$ cat config.mk
export PLATFORM = sky130hd
export DESIGN_NAME = cla_multiword_add_sequencer
export DESIGN_NICKNAME = d
export VERILOG_FILES = /design/src/rtl/cla_multiword_add_sequencer.sv
export SDC_FILE = /design/constraint.sdc
export NUM_CORES = 1
export LEC_CHECK = 0
export BUFFER_PORTS_ARGS = -buffer_cell sky130_fd_sc_hd__buf_2
export CAP_MARGIN = 20
export CELL_PAD_IN_SITES_DETAIL_PLACEMENT = 1
export CELL_PAD_IN_SITES_GLOBAL_PLACEMENT = 2
export CORE_MARGIN = 2
export CORE_UTILIZATION = 32
export DETAILED_ROUTE_END_ITERATION = 10
export PLACE_DENSITY_LB_ADDON = 0.12
export SYNTH_ARGS = -nofsm -noshare
export SYNTH_HDL_FRONTEND = slang
export SYNTH_HIERARCHICAL = 1
export SYNTH_SLANG_ARGS = --single-unit
$ cat constraint.sdc
create_clock -name i_clk -period 3.2 [get_ports i_clk]
set_input_delay 0.32 -clock i_clk [delete_from_list [all_inputs] [get_ports i_clk]]
set_output_delay 0.32 -clock i_clk [all_outputs]
set_load 0.01 [all_outputs]
$ cat src/rtl/cla_multiword_add_sequencer.sv
// Multi-word adder: time-shares one carry-lookahead adder over WIDTH-bit slices.
// Ports: i_clk, i_rst_n (sync, active-low), i_valid/o_ready + i_op1/i_op2 request,
//        o_valid/i_ready + o_sum (WIDTH*NUM_WORDS+1 bits, MSB = final carry) result.

module carry_lookahead_adder #(
   parameter int N = 4
) (
   input  logic [N-1:0] i_add1,
   input  logic [N-1:0] i_add2,
   output logic [N:0]   o_result
);

   logic [N-1:0] g;
   logic [N-1:0] p;
   logic [N:0]   c;
   logic         t;

   // Each carry is the OR of every generate term that survives the
   // propagate chain above it.
   always_comb begin
      g = i_add1 & i_add2;
      p = i_add1 ^ i_add2;
      c = '0;
      t = 1'b0;
      for (int i = 0; i < N; i++) begin
         for (int j = 0; j <= i; j++) begin
            t = g[j];
            for (int k = j + 1; k <= i; k++) begin
               t = t & p[k];
            end
            c[i+1] = c[i+1] | t;
         end
      end
      o_result = {c[N], p ^ c[N-1:0]};
   end

endmodule

module cla_multiword_add_sequencer #(
   parameter int WIDTH     = 3,
   parameter int NUM_WORDS = 4
) (
   input  logic                         i_clk,
   input  logic                         i_rst_n,
   input  logic                         i_valid,
   output logic                         o_ready,
   input  logic [WIDTH*NUM_WORDS-1:0]   i_op1,
   input  logic [WIDTH*NUM_WORDS-1:0]   i_op2,
   output logic                         o_valid,
   input  logic                         i_ready,
   output logic [WIDTH*NUM_WORDS:0]     o_sum
);

   localparam int OW = WIDTH * NUM_WORDS;
   localparam int IW = $clog2(NUM_WORDS > 1 ? NUM_WORDS : 2);
   localparam logic [IW-1:0] LAST = IW'(NUM_WORDS - 1);

   localparam logic [1:0] IDLE = 2'd0;
   localparam logic [1:0] RUN  = 2'd1;
   localparam logic [1:0] DONE = 2'd2;

   logic [1:0]    state_q, state_d;
   logic [IW-1:0] idx_q, idx_d;
   logic          carry_q, carry_d;
   logic [OW-1:0] op1_q, op1_d;
   logic [OW-1:0] op2_q, op2_d;
   logic [OW:0]   sum_q, sum_d;
   logic          valid_q, valid_d;

   logic [WIDTH-1:0] slice_a;
   logic [WIDTH-1:0] slice_b;
   logic [WIDTH+1:0] r;

   assign slice_a = op1_q[int'(idx_q)*WIDTH +: WIDTH];
   assign slice_b = op2_q[int'(idx_q)*WIDTH +: WIDTH];

   // Appending 1 to one operand and carry to the other makes bit 0
   // emit the carry-in into bit 1, so the adder needs no cin port.
   carry_lookahead_adder #(.N(WIDTH + 1)) u_cla (
      .i_add1   ({slice_a, 1'b1}),
      .i_add2   ({slice_b, carry_q}),
      .o_result (r)
   );

   assign o_ready = i_rst_n && (state_q == IDLE);
   assign o_valid = valid_q;
   assign o_sum   = sum_q;

   always_comb begin
      state_d = state_q;
      idx_d   = idx_q;
      carry_d = carry_q;
      op1_d   = op1_q;
      op2_d   = op2_q;
      sum_d   = sum_q;
      valid_d = valid_q;
      case (state_q)
         IDLE: begin
            if (i_valid) begin
               op1_d   = i_op1;
               op2_d   = i_op2;
               carry_d = 1'b0;
               idx_d   = '0;
               state_d = RUN;
            end
         end
         RUN: begin
            sum_d[int'(idx_q)*WIDTH +: WIDTH] = r[WIDTH:1];
            carry_d = r[WIDTH+1];
            if (idx_q == LAST) begin
               sum_d[OW] = r[WIDTH+1];
               valid_d   = 1'b1;
               state_d   = DONE;
            end else begin
               idx_d = idx_q + 1'b1;
            end
         end
         DONE: begin
            if (i_ready) begin
               valid_d = 1'b0;
               state_d = IDLE;
            end
         end
         default: state_d = IDLE;
      endcase
   end

   always_ff @(posedge i_clk) begin
      if (!i_rst_n) begin
         state_q <= IDLE;
         idx_q   <= '0;
         carry_q <= 1'b0;
         op1_q   <= '0;
         op2_q   <= '0;
         sum_q   <= '0;
         valid_q <= 1'b0;
      end else begin
         state_q <= state_d;
         idx_q   <= idx_d;
         carry_q <= carry_d;
         op1_q   <= op1_d;
         op2_q   <= op2_d;
         sum_q   <= sum_d;
         valid_q <= valid_d;
      end
   end

endmodule

Word level (Yosys, flattened, before mapping). Index checks and enable logic that the tools add are counted.

Bits in registers: 43. Latch bits: 0. Bits in writable memories: 0. Memory bits (read-only): 0. Input port bits: 28. Output and inout bits: 15. Word-level logic and storage cells: 59. Memories kept: 0.

$add $sub $neg: 2. Multiply operators: 1. Divide/modulo/power cells: 0. Order comparisons: 0. Eq/ne operators: 7. Shifts and indexed selects: 4. Muxes and demuxes: 14. Bitwise gates (word level): 15. Reduce and logical (&&, ||, !) cells: 9.

Operators by type and width (count): indexed part select 12 x 32 -> 3 bit (2); negator 4 -> 33 bit (1); variable shift 3 x 33 -> 13 bit, first input constant (1); indexed part select 3 x 33 -> 13 bit (1); bitwise mux 13 bit (1); 2-to-1 mux 2 bit (5); AND reduction 3 bit (3); != test 2 bit, second input constant (4); bitwise XOR 4 bit (2); bitwise AND 1 bit (6); OR 1 bit (6); one-hot mux 2 bit (3 select lines) (1); bitwise AND 4 bit (1); equality test 2 bit, second input constant (2); multiplier 2 x 2 -> 4 bit, second input constant (1); 2-to-1 mux 1 bit (4); one-hot mux 1 bit (2 select lines) (2); one-hot mux 2 bit (2 select lines) (1); AND reduction 2 bit (2); nonzero test 2 bit (2); adder 2 x 1 -> 2 bit, second input constant (1); equality test 2 x 1 -> 1 bit, second input constant (1); logical NOT 2 bit (1); logical AND 1 bit (1).

Logic depth before layout (Yosys ltp).
Depth after elaboration: 11. Gate-level depth with buffers: 8. Mapped depth without buffers: 7.

By module. Netlist, hierarchy kept.

Modules (own cells, without submodules): cla_multiword_add_sequencer (times used 1, cells an instance 218, area an instance 1899.3 µm², seq. area each 860.8 µm²); carry_lookahead_adder (times used 1, cells an instance 17, area an instance 152.6 µm², seq. area each 0.0 µm²).

Worst setup path before layout. OpenSTA, ideal clock, no wires.

Path type: reg2reg. From: register idx_q[0]. To: register sum_q[2], in the netlist o_sum[2]. Library setup time: 0.070 ns. Data arrival time: 2.283 ns. Required time: 3.130 ns. Slack: 0.846 ns. Stages on the path, launching flop included: 9. Path buffers: 1. Period minus slack after synthesis: 2.354 ns. Cells stage by stage: dfxtp_1 -> buf_4 -> mux4_2 -> ha_1 -> ha_1 -> nor3_2 -> a2bb2oi_2 -> nand4_1 -> a21oi_1.

Longest elaborated chain between the ends: 10. Elaborated cells between the ends (all ways): 16. Classes of those cells: add/sub (1); mul (1); shift (4); mux (1); bitwise (9).

RTL lines: start, declared (line 63) `logic [IW-1:0] idx_q, idx_d;`; start signal, assigned (line 139) `idx_q <= idx_d;`; multiplier 2 x 2 -> 4 bit * (line 74) `assign slice_a = op1_q[int'(idx_q)*WIDTH +: WIDTH];`; indexed part select 12 x 32 -> 3 bit * (line 74); net slice_a[0] (line 70) `logic [WIDTH-1:0] slice_a;`; bitwise XOR 4 bit (line 22) `p = i_add1 ^ i_add2;`; bitwise AND 1 bit (2 in series) (line 29) `t = t & p[k];`; OR 1 bit * (2 in series) (line 31) `c[i+1] = c[i+1] | t;`; bitwise XOR 4 bit * (line 34) `o_result = {c[N], p ^ c[N-1:0]};`; net r[3] (line 72) `logic [WIDTH+1:0] r;`; indexed part select 3 x 33 -> 13 bit * (line 108) `sum_d[int'(idx_q)*WIDTH +: WIDTH] = r[WIDTH:1];`; bitwise mux 13 bit * (line 108); end signal, assigned (line 143) `sum_q <= sum_d;`; end, declared (line 67) `logic [OW:0] sum_q, sum_d;`.

The timed path passes the listed nets; every way through them passes the cells marked *. A chain may end at the register's enable or synchronous reset.

Final worst setup path. Same ends and word-level chain as after synthesis.

==> impl_metrics.json <==
{
  "clock_latency_ps": 300,
  "powerDensity_nw_per_um2": 476.9,
  "hold_class": "in2reg",
  "die_area_um2": 7069,
  "avgSynthCellArea_um2": 8.732,
  "postSynth.asyncResetShare": 0,
  "synth_seq_cells": 43,
  "dr.first_iter.drc_count": 54,
  "synth-edff-count": 0,
  "clock_skew_ps": 8.108,
  "drt_pass1_iterations": 4,
  "hpwl_um": 3601,
  "vdd_drop_max_v": 0.0002423,
  "die_w_um": 84.08,
  "end_kind": "flip-flop",
  "setup_viol": 0,
  "finalNetCount": 314,
  "dr_wl_met3_um": 184,
  "initial_utilization": 0.3269,
  "cts_made_buffers": 5,
  "grt_overflow_total": 0,
  "synth_cell_types": 34,
  "cts_tree": "built",
  "grt_use_total": 0.1543,
  "final_antenna_net_count": 0,
  "diodes": 0,
  "worstPathMaxFanout": 7,
  "synthCells": 235,
  "num_vias": 1766,
  "fp-row-count": 29,
  "top_layer_used": "met4",
  "clockBufferDepth": 2,
  "cts_sinks": 43,
  "cts_setup_buffers": 0,
  "syn-cell-area_um2": 2052,
  "core-area_um2": 6277,
  "crit_path_start_kind": "flip-flop",
  "io_buffers": 42,
  "globalplace.congestion": 0.7261,
  "total_power_w": 0.001157,
  "grt_pass1_vias": 1851,
  "synth_nets": 276,
  "drv_slew": 0,
  "htree_num_levels": 2,
  "wirelength_um": 5050,
  "power_leakage_nw": 0.9876,
  "min_period_ps": 2565,
  "layout_common_cells": "58 x nand2_1, 43 x dfxtp_1, 42 x buf_2, 35 x a21oi_1, 13 x nor2_1",
  "wl_met1_um": 2652,
  "root_buffer": "clkbuf_8",
  "cap_violations": 0,
  "drc": 0,
  "grt_max_degree": 28,
  "ios": 43,
  "hold_violations": 0,
  "area_growth_pct": 18.29,
  "rsz0062_at_grt": "no",
  "drive_above_1_share": 0.2299,
  "ys_seq_area_frac": 0.4195,
  "route.detailed.wl_per_inst_um": 14.39,
  "timing.final.crit_share": 0.8015,
  "fmax_mhz": 389.9,
  "antenna_found_initial": 0,
  "critPathArrivalTime_ps": 2790,
  "outcome": "finished clean",
  "synth_flop_cell": "dfxtp_1",
  "vias_per_cell": 5.031,
  "worst_ep_required_time_ps": 3420,
  "chipHeight_um": 84.08,
  "nFillCells": 770,
  "ys.warnings.count": 6,
  "cts_resized": 0,
  "path_clk_slew_ps": 90,
  "cts_hold_buf": 0,
  "grt_pass1_wl_um": 8942,
  "relSlewSlack": 0.4006,
  "tns_ps": 0,
  "route.met2.wl_um": 2137,
  "layout_commonest_cell": "nand2_1",
  "tightest_slew_ps": 898.1,
  "critPathKind": "reg2reg"
}
-- routing by layer --
| layer | global-route usage | vias to the layer above |
|---|---|---|
| li1 | - | 886 |
| met4 | 0.05279 | 0 |
| met3 | 0.03264 | 5 |
| met2 | 0.2280 | 29 |
| met1 | 0.2221 | 846 |
| met5 | 0 | - |
-- registers in the layout, indices dropped and copies added (netlist names) --
| signal | count |
|---|---|
| idx_q | 2 |
| o_sum | 13 |
| state_q | 2 |
| op1_q | 12 |
| op2_q | 12 |
| carry_q | 1 |
| o_valid | 1 |
-- synthesized netlist by cell type (all sizes together) (2+ instances only) --
library cell,count,area share
ha,12,0.073
nor2b,3,0.0091
a32oi,6,0.026
mux4,6,0.066
buf,7,0.021
o21ai,4,0.0098
a21oi,35,0.085
nand3b,4,0.015
clkbuf,8,0.015
nor4bb,2,0.0098
inv,8,0.015
nand2b,2,0.0061
and3b,2,0.0085
dfxtp,43,0.42
nor3b,2,0.0098
nor2,13,0.024
nand4,7,0.021
nand2,58,0.11
o2111ai,2,0.0085
-- stage by stage --
| step | cells | worst slack, ps | hold slack [ps] | area, µm² | utilization |
|---|---|---|---|---|---|
| 2_1_floorplan | 235 | 846.4 | 433.1 | 2052 | - |
| 3_3_place_gp | 343 | 723.4 | 439.9 | 2315 | 0.3687 |
| 3_5_place_dp | 343 | 618.3 | 446.9 | 2315 | 0.3687 |
| 4_1_cts | 351 | 573.2 | 239.6 | 2427 | 0.3867 |
| 5_1_grt | 351 | 363.7 | 248.1 | 2427 | 0.3867 |
| 6_report | 351 | 635.2 | 245.1 | 2427 | 0.3867 |
-- power by group --
group          internal, W  switching [W]
registers         0.000556      0.0000162
clock network     0.000233       0.000197
logic            0.0000629      0.0000924
total             0.000852       0.000306
-- path summary, 6_finish.rpt --
check                         from                     end  slack, ps  depth (start not counted)
min                      i_op2[10]  op2_q[10]$_SDFFE_PN0P_        250                          3
min reg2reg  o_sum[0]$_SDFFE_PN0P_   o_sum[0]$_SDFFE_PN0P_        450                          2
max reg2reg  idx_q[0]$_SDFFE_PN0P_   o_sum[2]$_SDFFE_PN0P_        640                          7
max          idx_q[0]$_SDFFE_PN0P_   o_sum[2]$_SDFFE_PN0P_        640                          7
-- cell type report --
type / instances / area (µm²) / share of cell area
inverters: 8 / 30.03 / 0.01237
multi-input cells: 169 / 1087 / 0.4479
flip-flops and latches: 43 / 860.8 / 0.3546
well taps: 77 / 96.34 / 0.03969
clock buffers: 5 / 68.82 / 0.02835
clock inverters: 3 / 43.79 / 0.01804
repair buffers: 46 / 240.2 / 0.09897
-- kinds of logic after synthesis --
group	count (synthesis)	share of synthesized area
AOI/OAI and AO/OA	52	0.1518
xor gates and xnor gates	1	0.004269
muxes	7	0.07073
DFF	43	0.4195
other	1	0.001828
adders and majority gates	13	0.08293
and+or+nand+nor	95	0.2183
buffers and inverters	23	0.05061
-- worst max-delay path, cell delays in order (launching register included) --
cell and delay, ps:
dfxtp_1 590, mux4_2 590, ha_1 320, ha_1 200
nor3_2 230, a2bb2oi_2 280, nand4_1 130, a21oi_1 150
Power figures use the tool's default switching activity.
